## src/rtl/seq_gen.sv

```systemverilog
// seq_gen: serial bit-sequence generator (transmit side of the sequence detector).
// It accepts a pattern, a length and a repeat count over a valid/ready handshake.
// It then sends the pattern MSB-first, one bit per clock, rep_in+1 times.
// GAP idle cycles are inserted between repeats.
//
// Ports
//   clk        rising-edge clock
//   rst        synchronous active-high reset
//   start_vld  request valid; pat_in/len_in/rep_in sampled on accept
//   start_rdy  high while idle (combinational from state)
//   pat_in     pattern; bit [len_in-1] is sent first
//   len_in     pattern length, clamped to MAX_LEN; 0 = empty job
//   rep_in     extra repeats
//   dout       serial data bit, 0 when dout_vld=0
//   dout_vld   dout carries a pattern bit
//   busy       job in progress, from accept through the done cycle
//   done       one-cycle pulse after the final bit
module seq_gen #(
    parameter int MAX_LEN = 16,
    parameter int LEN_W   = 5,
    parameter int REP_W   = 4,
    parameter int GAP     = 0
) (
    input  logic               clk,
    input  logic               rst,
    input  logic               start_vld,
    output logic               start_rdy,
    input  logic [MAX_LEN-1:0] pat_in,
    input  logic [LEN_W-1:0]   len_in,
    input  logic [REP_W-1:0]   rep_in,
    output logic               dout,
    output logic               dout_vld,
    output logic               busy,
    output logic               done
);

    localparam int GW = (GAP > 0) ? $clog2(GAP + 1) : 1;

    typedef enum logic [1:0] {IDLE, SHIFT, GAP_W, DONE} state_t;

    state_t             state_q, state_d;
    logic [MAX_LEN-1:0] sr_q, sr_d;
    logic [MAX_LEN-1:0] pat_q, pat_d;
    logic [LEN_W-1:0]   len_q, len_d;
    logic [LEN_W-1:0]   bit_cnt_q, bit_cnt_d;
    logic [REP_W-1:0]   rep_q, rep_d;
    logic [GW-1:0]      gap_q, gap_d;
    logic               dout_q, dout_d;
    logic               vld_q, vld_d;
    logic               busy_q, busy_d;
    logic               done_q, done_d;

    assign start_rdy = (state_q == IDLE);
    assign dout      = dout_q;
    assign dout_vld  = vld_q;
    assign busy      = busy_q;
    assign done      = done_q;

    always_comb begin
        state_d   = state_q;
        sr_d      = sr_q;
        pat_d     = pat_q;
        len_d     = len_q;
        bit_cnt_d = bit_cnt_q;
        rep_d     = rep_q;
        gap_d     = gap_q;

        unique case (state_q)
            IDLE: begin
                if (start_vld) begin
                    len_d     = (len_in > LEN_W'(MAX_LEN)) ? LEN_W'(MAX_LEN) : len_in;
                    // Pattern is stored MSB-aligned so the first bit is always sr[MAX_LEN-1].
                    pat_d     = pat_in << (LEN_W'(MAX_LEN) - len_d);
                    sr_d      = pat_d;
                    rep_d     = rep_in;
                    bit_cnt_d = len_d;
                    state_d   = (len_d != '0) ? SHIFT : DONE;
                end
            end
            SHIFT: begin
                sr_d = sr_q << 1;
                if (bit_cnt_q != '0) begin
                    bit_cnt_d = bit_cnt_q - 1'b1;
                end
                // <=1 rather than ==1 so a corrupted zero count cannot strand the FSM.
                if (bit_cnt_q <= LEN_W'(1)) begin
                    if (rep_q == '0) begin
                        state_d = DONE;
                    end else begin
                        rep_d     = rep_q - 1'b1;
                        sr_d      = pat_q;
                        bit_cnt_d = len_q;
                        if (GAP > 0) begin
                            state_d = GAP_W;
                            gap_d   = GW'(GAP);
                        end
                    end
                end
            end
            GAP_W: begin
                if (gap_q <= GW'(1)) begin
                    state_d = SHIFT;
                end else begin
                    gap_d = gap_q - 1'b1;
                end
            end
            DONE: begin
                state_d = IDLE;
            end
            default: state_d = IDLE;
        endcase

        // Outputs are registered: they are decoded from the state being entered.
        vld_d  = (state_d == SHIFT);
        dout_d = (state_d == SHIFT) & sr_d[MAX_LEN-1];
        busy_d = (state_d != IDLE);
        done_d = (state_d == DONE);
    end

    always_ff @(posedge clk) begin
        if (rst) begin
            state_q   <= IDLE;
            sr_q      <= '0;
            pat_q     <= '0;
            len_q     <= '0;
            bit_cnt_q <= '0;
            rep_q     <= '0;
            gap_q     <= '0;
            dout_q    <= 1'b0;
            vld_q     <= 1'b0;
            busy_q    <= 1'b0;
            done_q    <= 1'b0;
        end else begin
            state_q   <= state_d;
            sr_q      <= sr_d;
            pat_q     <= pat_d;
            len_q     <= len_d;
            bit_cnt_q <= bit_cnt_d;
            rep_q     <= rep_d;
            gap_q     <= gap_d;
            dout_q    <= dout_d;
            vld_q     <= vld_d;
            busy_q    <= busy_d;
            done_q    <= done_d;
        end
    end

endmodule

```

## config.mk

```make
export PLATFORM = sky130hd
export DESIGN_NAME = seq_gen
export DESIGN_NICKNAME = d
export VERILOG_FILES = /design/src/rtl/seq_gen.sv
export SDC_FILE = /design/constraint.sdc
export NUM_CORES = 1
export LEC_CHECK = 0
export BUFFER_PORTS_ARGS = -buffer_cell sky130_fd_sc_hd__buf_2
export CAP_MARGIN = 0
export CELL_PAD_IN_SITES_DETAIL_PLACEMENT = 1
export CELL_PAD_IN_SITES_GLOBAL_PLACEMENT = 2
export CORE_UTILIZATION = 30
export DETAILED_ROUTE_END_ITERATION = 6
export PLACE_DENSITY = 0.79
export SLEW_MARGIN = 20
export SYNTH_ARGS = -nofsm -noshare
export SYNTH_HDL_FRONTEND = slang
export SYNTH_SLANG_ARGS = --single-unit
```

## constraint.sdc

```tcl
create_clock -name clk -period 4.1 [get_ports clk]
set_input_delay 0.41 -clock clk [delete_from_list [all_inputs] [get_ports clk]]
set_output_delay 0.41 -clock clk [all_outputs]
set_load 0.01 [all_outputs]
```

# [Yosys cells after proc, flatten, opt, wreduce, memory -nomap -nowiden]
# Index checks and enable logic that the tools add are counted.
[word_totals] output_inout_bits=5 inputBits=28 elab_cells=60 ff_bits=53
[op_classes] eq_ne=8 addsub=4 n_lt_le_gt_ge=3 n_shift=1 muxes=20 bitwise_logic=2 n_reduce_logical=10
[op_table] cell="2-to-1 mux 16 bit" count=3
[op_table] cell="one-hot mux 16 bit (2 select lines)" count=1
[op_table] cell="2-to-1 mux 5 bit" count=5
[op_table] cell="left shift 16 x 5 -> 16 bit" count=1
[op_table] cell="2-to-1 mux 4 bit" count=3
[op_table] cell="2-to-1 mux 2 bit" count=5
[op_table] cell="one-hot mux 5 bit (2 select lines)" count=1
[op_table] cell="nonzero test 5 bit" count=2
[op_table] cell="one-hot mux 2 bit (4 select lines)" count=1
[op_table] cell="one-hot mux 4 bit (2 select lines)" count=1
[op_table] cell="== test 2 bit, second input constant" count=3
[op_table] cell="inequality test 2 bit, second input constant" count=3
[op_table] cell="AND reduction 2 bit" count=3
[op_table] cell="> comparator 5 bit, second input constant" count=1
[op_table] cell="less-or-equal comparator 5 x 1 -> 1 bit, second input constant" count=1
[op_table] cell="subtractor 5 x 1 -> 5 bit, second input constant" count=1
[op_table] cell="subtractor 5 bit, first input constant" count=1
[op_table] cell="== test 2 x 1 -> 1 bit, second input constant" count=2
[op_table] cell="zero test 4 bit" count=1
[op_table] cell="AND reduction 4 bit" count=1
[op_table] cell="nonzero test 2 bit" count=2
[op_table] cell="subtractor 4 x 1 -> 4 bit, second input constant" count=1
[op_table] cell="zero test 2 bit" count=1
[op_table] cell="bitwise AND 1 bit" count=1
[op_table] cell="3 further kinds" count=3

# [Logic depth before layout (Yosys ltp)]
[logic_depth] ltp_word=8 ltp_mapped=14 ltp_nobuf=11

# [Least setup slack after synthesis]
# OpenSTA, ideal clock, no wires.
[synth_timing] kind="input port to flip-flop" from="input port len_in[4]" to="register sr_q[14]" n_path_buf=3 setup_slack_ns=1.241 required_ns=3.973 arrival_time_ns=2.733 setup_time_ns=0.127 cell_stages=12 cell_sequence="buf_2 > nor2b_1 > inv_1 > buf_2 > ha_1 > buf_2 > mux2i_1 > inv_1 > o21ai_0 > mux2i_1 > and3_1 > or3_1"
[synth_via] elab_chain_len=6
[synth_lines] item="start: declaration" line="29" rtl="input logic [LEN_W-1:0] len_in,"
[synth_lines] item="> comparator 5 bit" line="71" rtl="len_d = (len_in > LEN_W'(MAX_LEN)) ? LEN_W'(MAX_LEN) : len_in;"
[synth_lines] item="2-to-1 mux 5 bit (*)" line="71"
[synth_lines] item="subtractor 5 bit (*)" line="73" rtl="pat_d = pat_in << (LEN_W'(MAX_LEN) - len_d);"
[synth_lines] item="left shift 16 x 5 -> 16 bit (*)" line="73"
[synth_lines] item="2-to-1 mux 16 bit (*)" line="70" rtl="if (start_vld) begin"
[synth_lines] item="one-hot mux 16 bit (2 select lines) (*)" line="68" rtl="unique case (state_q)"
[synth_lines] item="end signal: assignment" line="135" rtl="sr_q <= sr_d;"
[synth_lines] item="end: declaration" line="42" rtl="logic [MAX_LEN-1:0] sr_q, sr_d;"
# Mark *: on every way between the ends. The rest lies on a longest branch, timed or not. The select of a mux whose other input is x is not followed.
# A chain may end at the register's enable or synchronous reset.

# [Worst setup path in the final report]
[layout_timing] from="input port len_in[0]" to="register sr_q[14]"
# The elaborated chain is that of the path after synthesis.

==> run_results.csv <==
group,metric,value,unit
cells_and_area,synthToLayoutAreaGrowth,10.1,%
yosys,yosysTopAreaCell,"dfxtp_1",
sta,period_minus_slack,3.10,ns
yosys,syn_inst,429,
sta,timing.slew.headroom,35.8,%
clock_network,cts_buffers,5,
setup_path,crit_arrival,3.29,ns
placed_design,place.port_buffers,32,
routing,drcViolationCount,0,
setup_path,cp_slowest_cell,"ha_1",
yosys,yosys_warnings,0,
cells_and_area,fillerInstances,1328,
setup_path,crit_path_max_incr_delay,0.70,ns
sta,fmax,323,MHz
setup_path,critPathCaptureType,"register",
yosys,ys_ff_latch,52,
pwr,p_leak,1.46,nW
yosys,synth_most_common_cell,"nand2_1",
global_route,first_global_vias,3249,
clock_network,cts_tree,"done",
cells_and_area,diodes,0,
setup_path,cp-start-kind,"input port",
pwr,ir_drop,0.196,mV
worst_hold_path,min_to,"len_q[4]",
yosys,ys.flop_type,"dfxtp_1",
outcome,status,"complete, no violations",
yosys,synthTopCellsByCount,"57 x nand2_1, 53 x nor2_1, 52 x dfxtp_1",
cells_and_area,drive_gt1_share,16.4,%
clock_network,clk_latency,0.30,ns
worst_hold_path,min_path_cells,3,
floorplan,die_h,108,µm
run,cap_viol_max_count,0,
sta,final.period_utilization,75.6,%
worst_hold_path,hold_class,"in -> reg",
clock_network,clock_sinks,52,
floorplan,core,10900,µm²
clock_network,cts-resized-gates,0,
sta,drv_slew,0,
cells_and_area,fin_nets,480,
clock_network,postCtsSetupRepairBufs,0,
floorplan,rows,38,
placed_design,hpwl,7420,µm
yosys,syn-mean-instance-area,7.84,µm²
clock_network,cts-root-buf,"clkbuf_8",
yosys,synthesis.nets,464,
sta,tightest_slew,0.963,ns
setup_path,regToRegStartpoint,"state_q[1]",
clock_network,holdBufCountCts,0,
routing,viasPerCell,5.49,
sta,holdWs,0.435,ns
placed_design,gp_congestion,0.846,
routing,routedWlPerCell,17.5,µm
global_route,gr-total-overflow,0,
yosys,synth_edf_count,0,
setup_path,reg2reg_to,"rep_q[2]",
yosys,synth.distinct_cells,55,
clock_network,clk_path_buf_depth,2,
floorplan,start_util,30.9,%
yosys,ys_seq_area_share,31.0,%
clock_network,htreeDepth,2,
yosys,async_flop_share,0,%
global_route,antenna_found_initial,0,
global_route,grt_use_total,18.6,%
setup_path,cp_max_fo,19,
setup_path,critPathLaunch,"len_in[0]",
floorplan,die_x,108,µm
routing,dr.first_iter.drc_count,153,
global_route,grt_max_degree,48,
yosys,syn_area,3360,µm²
routing,ant_nets,0,
routing,wirelength,10300,µm
pwr,pwr_density_cell,466,nW/µm²
setup_path,regToRegSetupSlack,1.10,ns
setup_path,criticalPathCategory,"in -> reg",
sta,hold_viol,0,
setup_path,crit_required,4.29,ns
yosys,synth_top_cell_area_share,31.0,%
floorplan,ios,33,
worst_hold_path,min_from,"len_in[4]",
floorplan,die_area,11600,µm²
setup_path,rr_worst_depth,8,
routing,vias,3215,
sta,setup-violations-final,0,
sta,rsz0062_at_grt,"no",
routing,first_pass_iters,4,
yosys,synth.area.top_cells,"dfxtp_1 31%, nand2_1 6.4%, nor2_1 5.9%",
sta,finalSetupTns,0,ns
setup_path,worstPathCellList,"buf_2 -> nor2b_2 -> inv_1 -> buf_4 -> ha_1 -> mux2i_1 -> inv_1 -> o21ai_0 -> mux2i_1 -> and3_1 -> or3_1",
pwr,power,1.73,mW
global_route,grt_pass1_wl,16900,µm
clock_network,clkTransAtPathRegs,0.10,ns
sta,skew,0.00803,ns
[how the worst max path moves through the flow]
| stage | to | slack, ns | depth (start not counted) |
|---|---|---|---|
| after global placement | sr_q[14] | 0.81 | 11 |
| after CTS | sr_q[14] | 1.02 | 11 |
| after detailed placement | sr_q[14] | 0.69 | 11 |
| final | sr_q[14] | 1.0 | 11 |
| after floorplan | sr_q[14] | 1.24 | 12 |
| after global routing | rep_q[2] | 0.75 | 8 |
[final cells by class]
| type | count | area (µm²) | share of cell area (%) |
|---|---|---|---|
| clock buffer | 7 | 86.3 | 2.33 |
| sequential | 52 | 1040 | 28.1 |
| tap | 140 | 175 | 4.73 |
| multi-input combinational | 333 | 2120 | 57.3 |
| clock inverter | 1 | 7.51 | 0.203 |
| timing repair buffer | 40 | 220 | 5.95 |
| inverter | 13 | 48.8 | 1.32 |
[where the power goes]
group          total (mW)  internal [mW]  leakage [nW]  switching (mW)
combinational       0.777          0.277         0.985           0.500
clock               0.315          0.138        0.0445           0.178
sequential          0.633          0.586         0.426          0.0466
total                1.73           1.00          1.46           0.725
[registers in the layout, indices dropped and copies added (netlist names)]
signal,count
bit_cnt_q,5
busy,1
done,1
dout,1
dout_vld,1
len_q,5
pat_q,16
rep_q,4
sr_q,16
state_q,2
[logic make-up after synthesis]
family	count (synthesis)	share of synthesized area, %
compound gates	106	20.8
xor+xnor	3	1.01
fa+ha+maj	7	2.61
buf+inv	44	5.99
flops	52	31.0
mux	35	13.4
simple gates	182	25.3
[metrics by stage]
step / std cells / utilization (%) / instance area (µm²) / worst slack [ns]
after global routing: 586 / 34.0 / 3700 / 0.746
after floorplan: 429 / - / 3360 / 1.24
after CTS: 586 / 34.0 / 3700 / 1.02
final: 586 / 34.0 / 3700 / 1.00
after global placement: 578 / 33.1 / 3610 / 0.807
after detailed placement: 578 / 33.1 / 3610 / 0.690
[critical path, delay by kind of cell]
kind,cells,cell delay (ns)
AOI/OAI and AO/OA,1,0.32
muxes,2,0.62
adders and majority gates,1,0.70
and+or+nand+nor,3,0.75
buffers and inverters,4,0.49
[placed cells by master (no fill, tap or decap), drive strengths merged, types with 8 or more instances in the layout]
| cell type | n |
|---|---|
| nand2 | 57 |
| nor2 | 54 |
| dfxtp | 52 |
| buf | 40 |
| a21oi | 28 |
| o21ai | 24 |
| nand3 | 22 |
| mux2i | 19 |
| nor3 | 16 |
| inv | 13 |
| mux2 | 9 |
| a311oi | 8 |
[per-layer routing]
| layer | track usage (%) | up-vias | share of wire, % |
|---|---|---|---|
| met5 | 0 | - | 0 |
| met4 | 3.91 | 0 | 1.2 |
| met3 | 2.06 | 8 | 2.2 |
| li1 | - | 1568 | - |
| met1 | 25.7 | 1594 | 50 |
| met2 | 30.9 | 45 | 46 |
(Power assumes the default switching activity.)
